<file path="src/rtl/mcu_core_seq.sv">
// Sequential fetch/decode/execute MCU core: 4 GPRs, ALU, PC/IR, one I/O port pair, req/ack memory bus.
// Defining MCU_MEM_TIMEOUT_EN adds a bounded ack wait that raises a sticky mem_err and halts the core.
module mcu_core_seq #(
    parameter int DATA_W      = 16,
    parameter int ADDR_W      = 16,
    parameter int PC_RESET    = 0,
    parameter int MEM_TIMEOUT = 15
) (
    input  logic              clk,
    input  logic              rst,
    output logic              mem_req,
    output logic              mem_we,
    output logic [ADDR_W-1:0] mem_addr,
    output logic [DATA_W-1:0] mem_wdata,
    input  logic [DATA_W-1:0] mem_rdata,
    input  logic              mem_ack,
    input  logic [DATA_W-1:0] p_in,
    output logic [DATA_W-1:0] p_out,
    output logic              p_out_vld,
    output logic              halted,
    output logic              mem_err
);

    typedef enum logic [2:0] {
        S_FETCH,
        S_DECODE,
        S_EXEC,
        S_MEM,
        S_HALTED
    } state_t;

    typedef enum logic [3:0] {
        OP_NOP  = 4'h0,
        OP_ADD  = 4'h1,
        OP_SUB  = 4'h2,
        OP_AND  = 4'h3,
        OP_OR   = 4'h4,
        OP_XOR  = 4'h5,
        OP_NOT  = 4'h6,
        OP_MOV  = 4'h7,
        OP_LDI  = 4'h8,
        OP_LD   = 4'h9,
        OP_ST   = 4'hA,
        OP_IN   = 4'hB,
        OP_OUT  = 4'hC,
        OP_JMP  = 4'hD,
        OP_JZ   = 4'hE,
        OP_HALT = 4'hF
    } op_t;

    state_t            state;
    state_t            state_nx;
    logic [ADDR_W-1:0] pc;
    logic [15:0]       ir;
    logic [DATA_W-1:0] gpr [4];
    logic [DATA_W-1:0] opnd_d;
    logic [DATA_W-1:0] opnd_s;
    logic [DATA_W-1:0] alu_res;
    logic              alu_we;
    logic              req_c;
    logic              timeout;
    op_t               op;
    logic [1:0]        rd;
    logic [1:0]        rs;

    assign op = op_t'(ir[15:12]);
    assign rd = ir[11:10];
    assign rs = ir[9:8];

    // The bus is owned only in FETCH and MEM; address and data come from registers, so they
    // cannot move while an access waits for its ack.
    assign req_c     = (state == S_FETCH) || (state == S_MEM);
    assign mem_req   = req_c && rst;
    assign mem_we    = (state == S_MEM) && (op == OP_ST) && rst;
    assign mem_addr  = (state == S_MEM) ? ADDR_W'(opnd_s) : pc;
    assign mem_wdata = (state == S_MEM) ? opnd_d : '0;
    assign halted    = (state == S_HALTED);

`ifdef MCU_MEM_TIMEOUT_EN
    localparam int WAIT_W = (MEM_TIMEOUT > 1) ? $clog2(MEM_TIMEOUT + 1) : 1;

    logic [WAIT_W-1:0] wait_cnt;
    logic              mem_err_q;

    // An ack arriving in the expiry cycle completes the access instead of faulting.
    assign timeout = req_c && !mem_ack && (wait_cnt == WAIT_W'(MEM_TIMEOUT - 1));
    assign mem_err = mem_err_q;

    always_ff @(posedge clk or negedge rst) begin
        if (!rst) begin
            wait_cnt  <= '0;
            mem_err_q <= 1'b0;
        end else begin
            if (!req_c || mem_ack) begin
                wait_cnt <= '0;
            end else begin
                wait_cnt <= wait_cnt + WAIT_W'(1);
            end
            if (timeout) begin
                mem_err_q <= 1'b1;
            end
        end
    end
`else
    assign timeout = 1'b0;
    assign mem_err = 1'b0;
`endif

    always_ff @(posedge clk or negedge rst) begin
        if (!rst) begin
            state <= S_FETCH;
        end else begin
            // NOTE: state elements are written with non-blocking assignments so every flop
            // samples the pre-edge values, independent of process ordering.
            state <= state_nx;
        end
    end

    always_comb begin
        // NOTE: default assignment first; any path that skipped it would infer a latch.
        state_nx = state;
        case (state)
            S_FETCH:  if (mem_ack) state_nx = S_DECODE;
            S_DECODE: begin
                case (op)
                    OP_LD, OP_ST: state_nx = S_MEM;
                    OP_HALT:      state_nx = S_HALTED;
                    default:      state_nx = S_EXEC;
                endcase
            end
            S_EXEC:   state_nx = S_FETCH;
            S_MEM:    if (mem_ack) state_nx = S_FETCH;
            S_HALTED: state_nx = S_HALTED;
            default:  state_nx = S_FETCH;
        endcase
        if (timeout) begin
            state_nx = S_HALTED;
        end
    end

    always_comb begin
        alu_res = opnd_d;
        alu_we  = 1'b1;
        case (op)
            OP_ADD:  alu_res = opnd_d + opnd_s;
            OP_SUB:  alu_res = opnd_d - opnd_s;
            OP_AND:  alu_res = opnd_d & opnd_s;
            OP_OR:   alu_res = opnd_d | opnd_s;
            OP_XOR:  alu_res = opnd_d ^ opnd_s;
            OP_NOT:  alu_res = ~opnd_s;
            OP_MOV:  alu_res = opnd_s;
            OP_LDI:  alu_res = DATA_W'(ir[7:0]);
            OP_IN:   alu_res = p_in;
            default: alu_we  = 1'b0;
        endcase
    end

    always_ff @(posedge clk or negedge rst) begin
        if (!rst) begin
            pc        <= ADDR_W'(PC_RESET);
            ir        <= '0;
            opnd_d    <= '0;
            opnd_s    <= '0;
            p_out     <= '0;
            p_out_vld <= 1'b0;
            // NOTE: the register file is only four words, so it is cleared like any other
            // flop; larger storage arrays would normally be left unreset.
            for (int i = 0; i < 4; i++) begin
                gpr[i] <= '0;
            end
        end else begin
            p_out_vld <= 1'b0;
            case (state)
                S_FETCH: begin
                    if (mem_ack) begin
                        ir <= mem_rdata[15:0];
                        pc <= pc + ADDR_W'(1);
                    end
                end
                S_DECODE: begin
                    opnd_d <= gpr[rd];
                    opnd_s <= gpr[rs];
                end
                S_EXEC: begin
                    if (alu_we) begin
                        gpr[rd] <= alu_res;
                    end
                    if (op == OP_OUT) begin
                        p_out     <= opnd_d;
                        p_out_vld <= 1'b1;
                    end
                    // Jumps override the increment already applied during fetch.
                    if ((op == OP_JMP) || ((op == OP_JZ) && (opnd_d == '0))) begin
                        pc <= ADDR_W'(opnd_s);
                    end
                end
                S_MEM: begin
                    if (mem_ack && (op == OP_LD)) begin
                        gpr[rd] <= mem_rdata;
                    end
                end
                default: ;
            endcase
        end
    end

endmodule
</file>
<file path="config.mk">
export PLATFORM = sky130hd
export DESIGN_NAME = mcu_core_seq
export DESIGN_NICKNAME = d
export VERILOG_FILES = /design/src/rtl/mcu_core_seq.sv
export SDC_FILE = /design/constraint.sdc
export NUM_CORES = 1
export LEC_CHECK = 0
export BUFFER_PORTS_ARGS = -buffer_cell sky130_fd_sc_hd__buf_2
export CAP_MARGIN = 20
export CELL_PAD_IN_SITES_DETAIL_PLACEMENT = 1
export CELL_PAD_IN_SITES_GLOBAL_PLACEMENT = 1
export CORE_MARGIN = 1
export CORE_UTILIZATION = 51
export DETAILED_ROUTE_END_ITERATION = 10
export GPL_ROUTABILITY_DRIVEN = 0
export PLACE_DENSITY = 0.87
export SKIP_CTS_REPAIR_TIMING = 1
export SKIP_LAST_GASP = 1
export SYNTH_ARGS = -nofsm -noshare
export SYNTH_HDL_FRONTEND = slang
export SYNTH_SLANG_ARGS = --single-unit
</file>
<file path="constraint.sdc">
create_clock -name clk -period 5.9 [get_ports clk]
set_input_delay 0.59 -clock clk [delete_from_list [all_inputs] [get_ports clk]]
set_output_delay 0.59 -clock clk [all_outputs]
set_load 0.05 [all_outputs]
</file>
Word-level counts from Yosys, hierarchy flattened. Index checks and enable logic that the tools add are counted.

Bits in latches: 0. Bits in writable memories: 0. Register bits after elaboration: 148. Memories kept: 0. Output and inout port bits: 53. Bits of input ports: 35. ROM bits: 0. Word-level logic and storage cells: 92.

Reductions and logical operators: 19. Multiplexer cells: 26. Div/mod/pow operators: 0. Bitwise operators: 6. $lt $le $gt $ge: 3. Multiply operators: 0. $add $sub $neg: 3. Shifts and indexed selects: 0. Equal/unequal tests: 24.

Operators by type and width (number): two-way mux 16 bit (9); case mux 16 bit (9 select lines) (1); bitwise mux 64 bit (2); two-way mux 64 bit (2); case mux 64 bit (2 select lines) (1); binary-select mux 16 bit (select 2 bit) (2); demux 16 bit (select 2 bit) (1); == test 4 bit, second input constant (8); case mux 16 bit (2 select lines) (1); adder 16 x 1 -> 16 bit, second input constant (1); adder 16 bit (1); bitwise AND 16 bit (1); == test 4 x 3 -> 1 bit, second input constant (4); logical NOT 16 bit (1); inverter 16 bit (1); OR 16 bit (1); subtractor 16 bit (1); XOR 16 bit (1); case mux 3 bit (4 select lines) (1); OR reduction 9 bit (1); == test 4 x 2 -> 1 bit, second input constant (2); inequality test 2 bit, second input constant (4); == test 3 x 2 -> 1 bit, second input constant (2); greater-or-equal comparator 3 bit, second input constant (2); 16 further kinds (30).

Longest topological paths before layout.
Word-level depth: 8. Mapped depth: 15.

Worst setup path before layout. No wires, ideal clock.

Path type: reg2reg. Start: reg ir[14]. End: reg gpr[28] (netlist bit). Stages on the path, launching flop included: 16. Slack: 2.673 ns. Buffers on the path: 4. Library setup time: 0.128 ns. Arrival: 3.099 ns. Cell sequence: dfrtp_1 -> buf_2 -> buf_2 -> nor3_2 -> clkbuf_1 -> nor2_1 -> xnor2_1 -> ha_1 -> buf_2 -> o21ai_0 -> o31a_1 -> inv_1 -> nor3_1 -> or4_1 -> o221ai_2 -> o21ai_1.

Word-level cells in the longest chain between the ends: 5. Elaborated cells between the ends (all ways): 20. Classes of those cells: eq/ne (12); mux (5); reduce/logical (3).

RTL lines: start: declaration (RTL line 54) `logic [15:0] ir;`; start signal: assignment (RTL line 176) `ir <= mem_rdata[15:0];`; == test 4 bit (tied with other cells) (RTL line 144) `case (op)`; case mux 16 bit (9 select lines) / OR reduction 9 bit (equally long branches); bitwise mux 64 bit / two-way mux 1 bit (equally long branches) (RTL line 186, 144); two-way mux 64 bit / inequality test 2 bit (equally long branches); case mux 64 bit (2 select lines) / AND reduction 3 bit (equally long branches); end signal: indexed assignment (RTL line 186) `gpr[rd] <= alu_res;`; end signal: indexed assignment (RTL line 199) `gpr[rd] <= mem_rdata;`; end: declaration (RTL line 55) `logic [DATA_W-1:0] gpr [4];`.

Several ways; a longest one is shown, not always the timed one. The select of a mux whose other input is x is not followed. A chain may end at the register's enable or synchronous reset.

Worst setup path in the final report.
Start: reg ir[12]. End: reg gpr[38] (netlist bit).

Same word-level chain as after synthesis.

==> results.ini <==
[synth]
synth-seq-area-share_pct = 38.0
ys_types = 73
syn_inst = 1043
yosys_register_bits = 148
ys_warn_count = 0
synth-edff-count = 0
synth_top_flop_cell = dfrtp_1
syn_area_sq_um = 9750
avgSynthCellArea_sq_um = 9.35
synth_fp_nets = 1128
synth-async-reset-ratio_pct = 100

[drt]
ant_nets = 0
initialDrtViolationCount = 1104
via_per_inst = 6.93
num_vias = 9288
firstDrtPassIters = 5
drc = 0
routedWlPerCell_um = 27.3
wirelength_um = 36600

[run_status]
status = finished, final reports clean

[worst_setup_path]
reg2reg_slack_ps = 1380
required_ps = 6190
path_depth = 12
path_class = reg2reg
endpoint_kind = register
cp_slowest_cell = nor3_2
rr_startpoint = ir[12]
crit_path_cell_trace = nand2b_1 > nor3_2 > nor2_1 > xnor2_1 > ha_1 > nor2b_1 > o31ai_1 > nand2_1 > a21oi_1 > xnor2_1 > a21oi_1 > o31ai_1
crit_path_max_incr_delay_ps = 770
cp_top_family = simple AND/OR/NAND/NOR gates
reg2reg_depth = 12
worst-path-buf-inv = 0
start_kind = register
cp_max_fo = 25
cp.arrival_ps = 4800
reg2reg_to = gpr[38]
critPathLaunch = ir[12]
cp-endpoint = gpr[38]

[timing]
setup_viol = 0
rsz0062_at_grt = false
finalClockSkew_ps = 11.6
slew_violations = 0
setup_tns_ps = 0
postLayoutSetupSlackWorst_ps = 1380
max_freq_mhz = 221
relSlewSlack_pct = 30.8
worst_pin_slew_ps = 1040
hold_viol_final = 0
fin_crit_ps = 4520
finalCritPeriodShare_pct = 76.5
hold_ws_ps = 170

[grt]
grt_usage_pct = 38.6
grt_pass1_vias = 9467
antenna_found_initial = 0
grt_pass1_wl_um = 56900
grt_max_degree = 82
overflow = 0

[pwr]
power.density_nw_per_um2 = 720
p_leak_nw = 4.83
peakVddDrop_uv = 320
power.total_mw = 7.84
switchingPower_mw = 4.14
swShare_pct = 52.9
p_clk_share_pct = 14.7
power_frac_seq_pct = 26.8
p_comb_share_pct = 58.5
intPower_mw = 3.70

[finish]
multi_input_area_sq_um = 5600
nets = 1179
seq_area_sq_um = 3700
fin_cells = 1341
fin_area_sq_um = 10900
final_util_pct = 58.2
drive_gt1_share_pct = 20.7
area_delta_synth_final_pct = 11.7
num_antenna_cells = 0
nFillCells = 2169

[place]
dp_hpwl_um = 25400
dpl_worst_slack_ps = 1550
placed_cells = 1309
postPlaceCellArea_sq_um = 10300
portBuffers = 86

[clock_network]
clk_path_buf_depth = 2
insertion_delay_ps = 440
h-tree-depth = 4
clk_pin_slew_ps = 70
cts-root-buf = clkbuf_16
cts.sinks = 148
numCtsBuffers = 17
cts_tree = done

[floorplan]
core_area_sq_um = 18700
start_util_pct = 52.1
die_width_um = 140
die_h_um = 140
die-area_sq_um = 19700
num_rows = 50
num_io_pins = 88

[flow_run]
cap_violations = 0

[hold_path]
min_path_type = in2async

==> synthesized netlist by cell type (6+ instances only) <==
| cell | count | share of area [%] |
|---|---|---|
| a31oi_1 | 10 | 0.64 |
| nor3_1 | 8 | 0.41 |
| nand2b_1 | 7 | 0.45 |
| mux4_2 | 32 | 7.4 |
| xnor2_1 | 19 | 1.7 |
| buf_2 | 21 | 1.1 |
| nor2_1 | 68 | 2.6 |
| o31ai_1 | 17 | 1.3 |
| clkbuf_1 | 39 | 1.5 |
| a21oi_1 | 65 | 3.3 |
| mux2i_1 | 14 | 1.4 |
| nor2b_1 | 10 | 0.64 |
| dfrtp_1 | 148 | 38 |
| a22oi_1 | 10 | 0.77 |
| o22ai_1 | 22 | 1.4 |
| o21ai_1 | 17 | 0.87 |
| ha_1 | 49 | 6.3 |
| nand2_1 | 145 | 5.6 |
| inv_1 | 41 | 1.6 |
| a32oi_1 | 6 | 0.54 |
| o21ai_0 | 104 | 5.3 |
| a211oi_1 | 12 | 0.92 |
| nand3_1 | 26 | 1.3 |
| nand4_1 | 7 | 0.45 |
| mux2_2 | 46 | 5.3 |
==> worst register-to-register path: cells and delay by family, from the launching register on <==
kind,cells,cell delay [ps]
DFF,1,720
adders and majority gates,1,340
and+or+nand+nor,5,1600
xor gates and xnor gates,2,270
AOI/OAI and AO/OA,4,1430
==> flip-flops by register name (all words and copies together), names as in the netlist <==
| name | flops |
|---|---|
| gpr | 64 |
| ir | 16 |
| opnd_d | 16 |
| opnd_s | 16 |
| p_out | 16 |
| pc | 16 |
| state | 3 |
| p_out_vld | 1 |
==> cell families after synthesis <==
logic type,count (synthesis),share of synthesized area (%)
DFF,148,38.0
xor gates and xnor gates,24,2.16
muxes,92,14.1
and+or+nand+nor,309,14.9
AOI/OAI and AO/OA,310,19.6
other,1,0.0385
adders and majority gates,50,6.49
buffers and inverters,109,4.74
==> area by class of cell <==
| type | instances | area share, % |
|---|---|---|
| clock inverter | 14 | 1.53 |
| timing repair buffer | 99 | 4.91 |
| sequential | 148 | 34.0 |
| multi-input combinational | 786 | 51.4 |
| clock buffer | 18 | 4.03 |
| inverter | 42 | 1.45 |
| tap | 234 | 2.69 |
==> power groups by stage <==
stage / sequential (mW) / clock [mW] / combinational (mW)
6_report: 2.10 / 1.16 / 4.59
4_1_cts: 2.06 / 1.16 / 4.47
3_5_place_dp: 2.06 / 0 / 4.39
2_1_floorplan: 1.83 / 0 / 3.26
3_3_place_gp: 2.01 / 0 / 4.21
5_1_grt: 2.12 / 1.19 / 4.87
==> how the worst min path moves through the flow <==
stage,from,to,slack [ps],cells past startpoint
2_1_floorplan,rst,gpr[0],290,0
3_3_place_gp,gpr[27],gpr[27],470,2
3_5_place_dp,gpr[27],gpr[27],490,2
4_1_cts,rst,ir[13],200,1
5_1_grt,rst,p_out[7],240,1
6_report,rst,ir[13],170,1
==> layout by cell type, fill, tap and decap left out, types with 22 or more instances in the layout <==
cell type and n:
a21oi_1 65, buf_2 85, dfrtp_1 148, ha_1 49, inv_1 41, mux2_2 46, mux4_2 32, nand2_1 145
nand3_1 26, nor2_1 68, o21ai_0 104, o22ai_1 22
==> per-layer routing <==
layer | GRT usage (%) | vias up | part of all wire [%]
li1 | - | 3916 | -
met1 | 51.5 | 4658 | 40
met2 | 61.0 | 581 | 47
met3 | 8.21 | 133 | 8.8
met4 | 16.3 | 0 | 3.8
met5 | 0 | - | 0
Note: power is estimated with default switching activity, not from simulation.
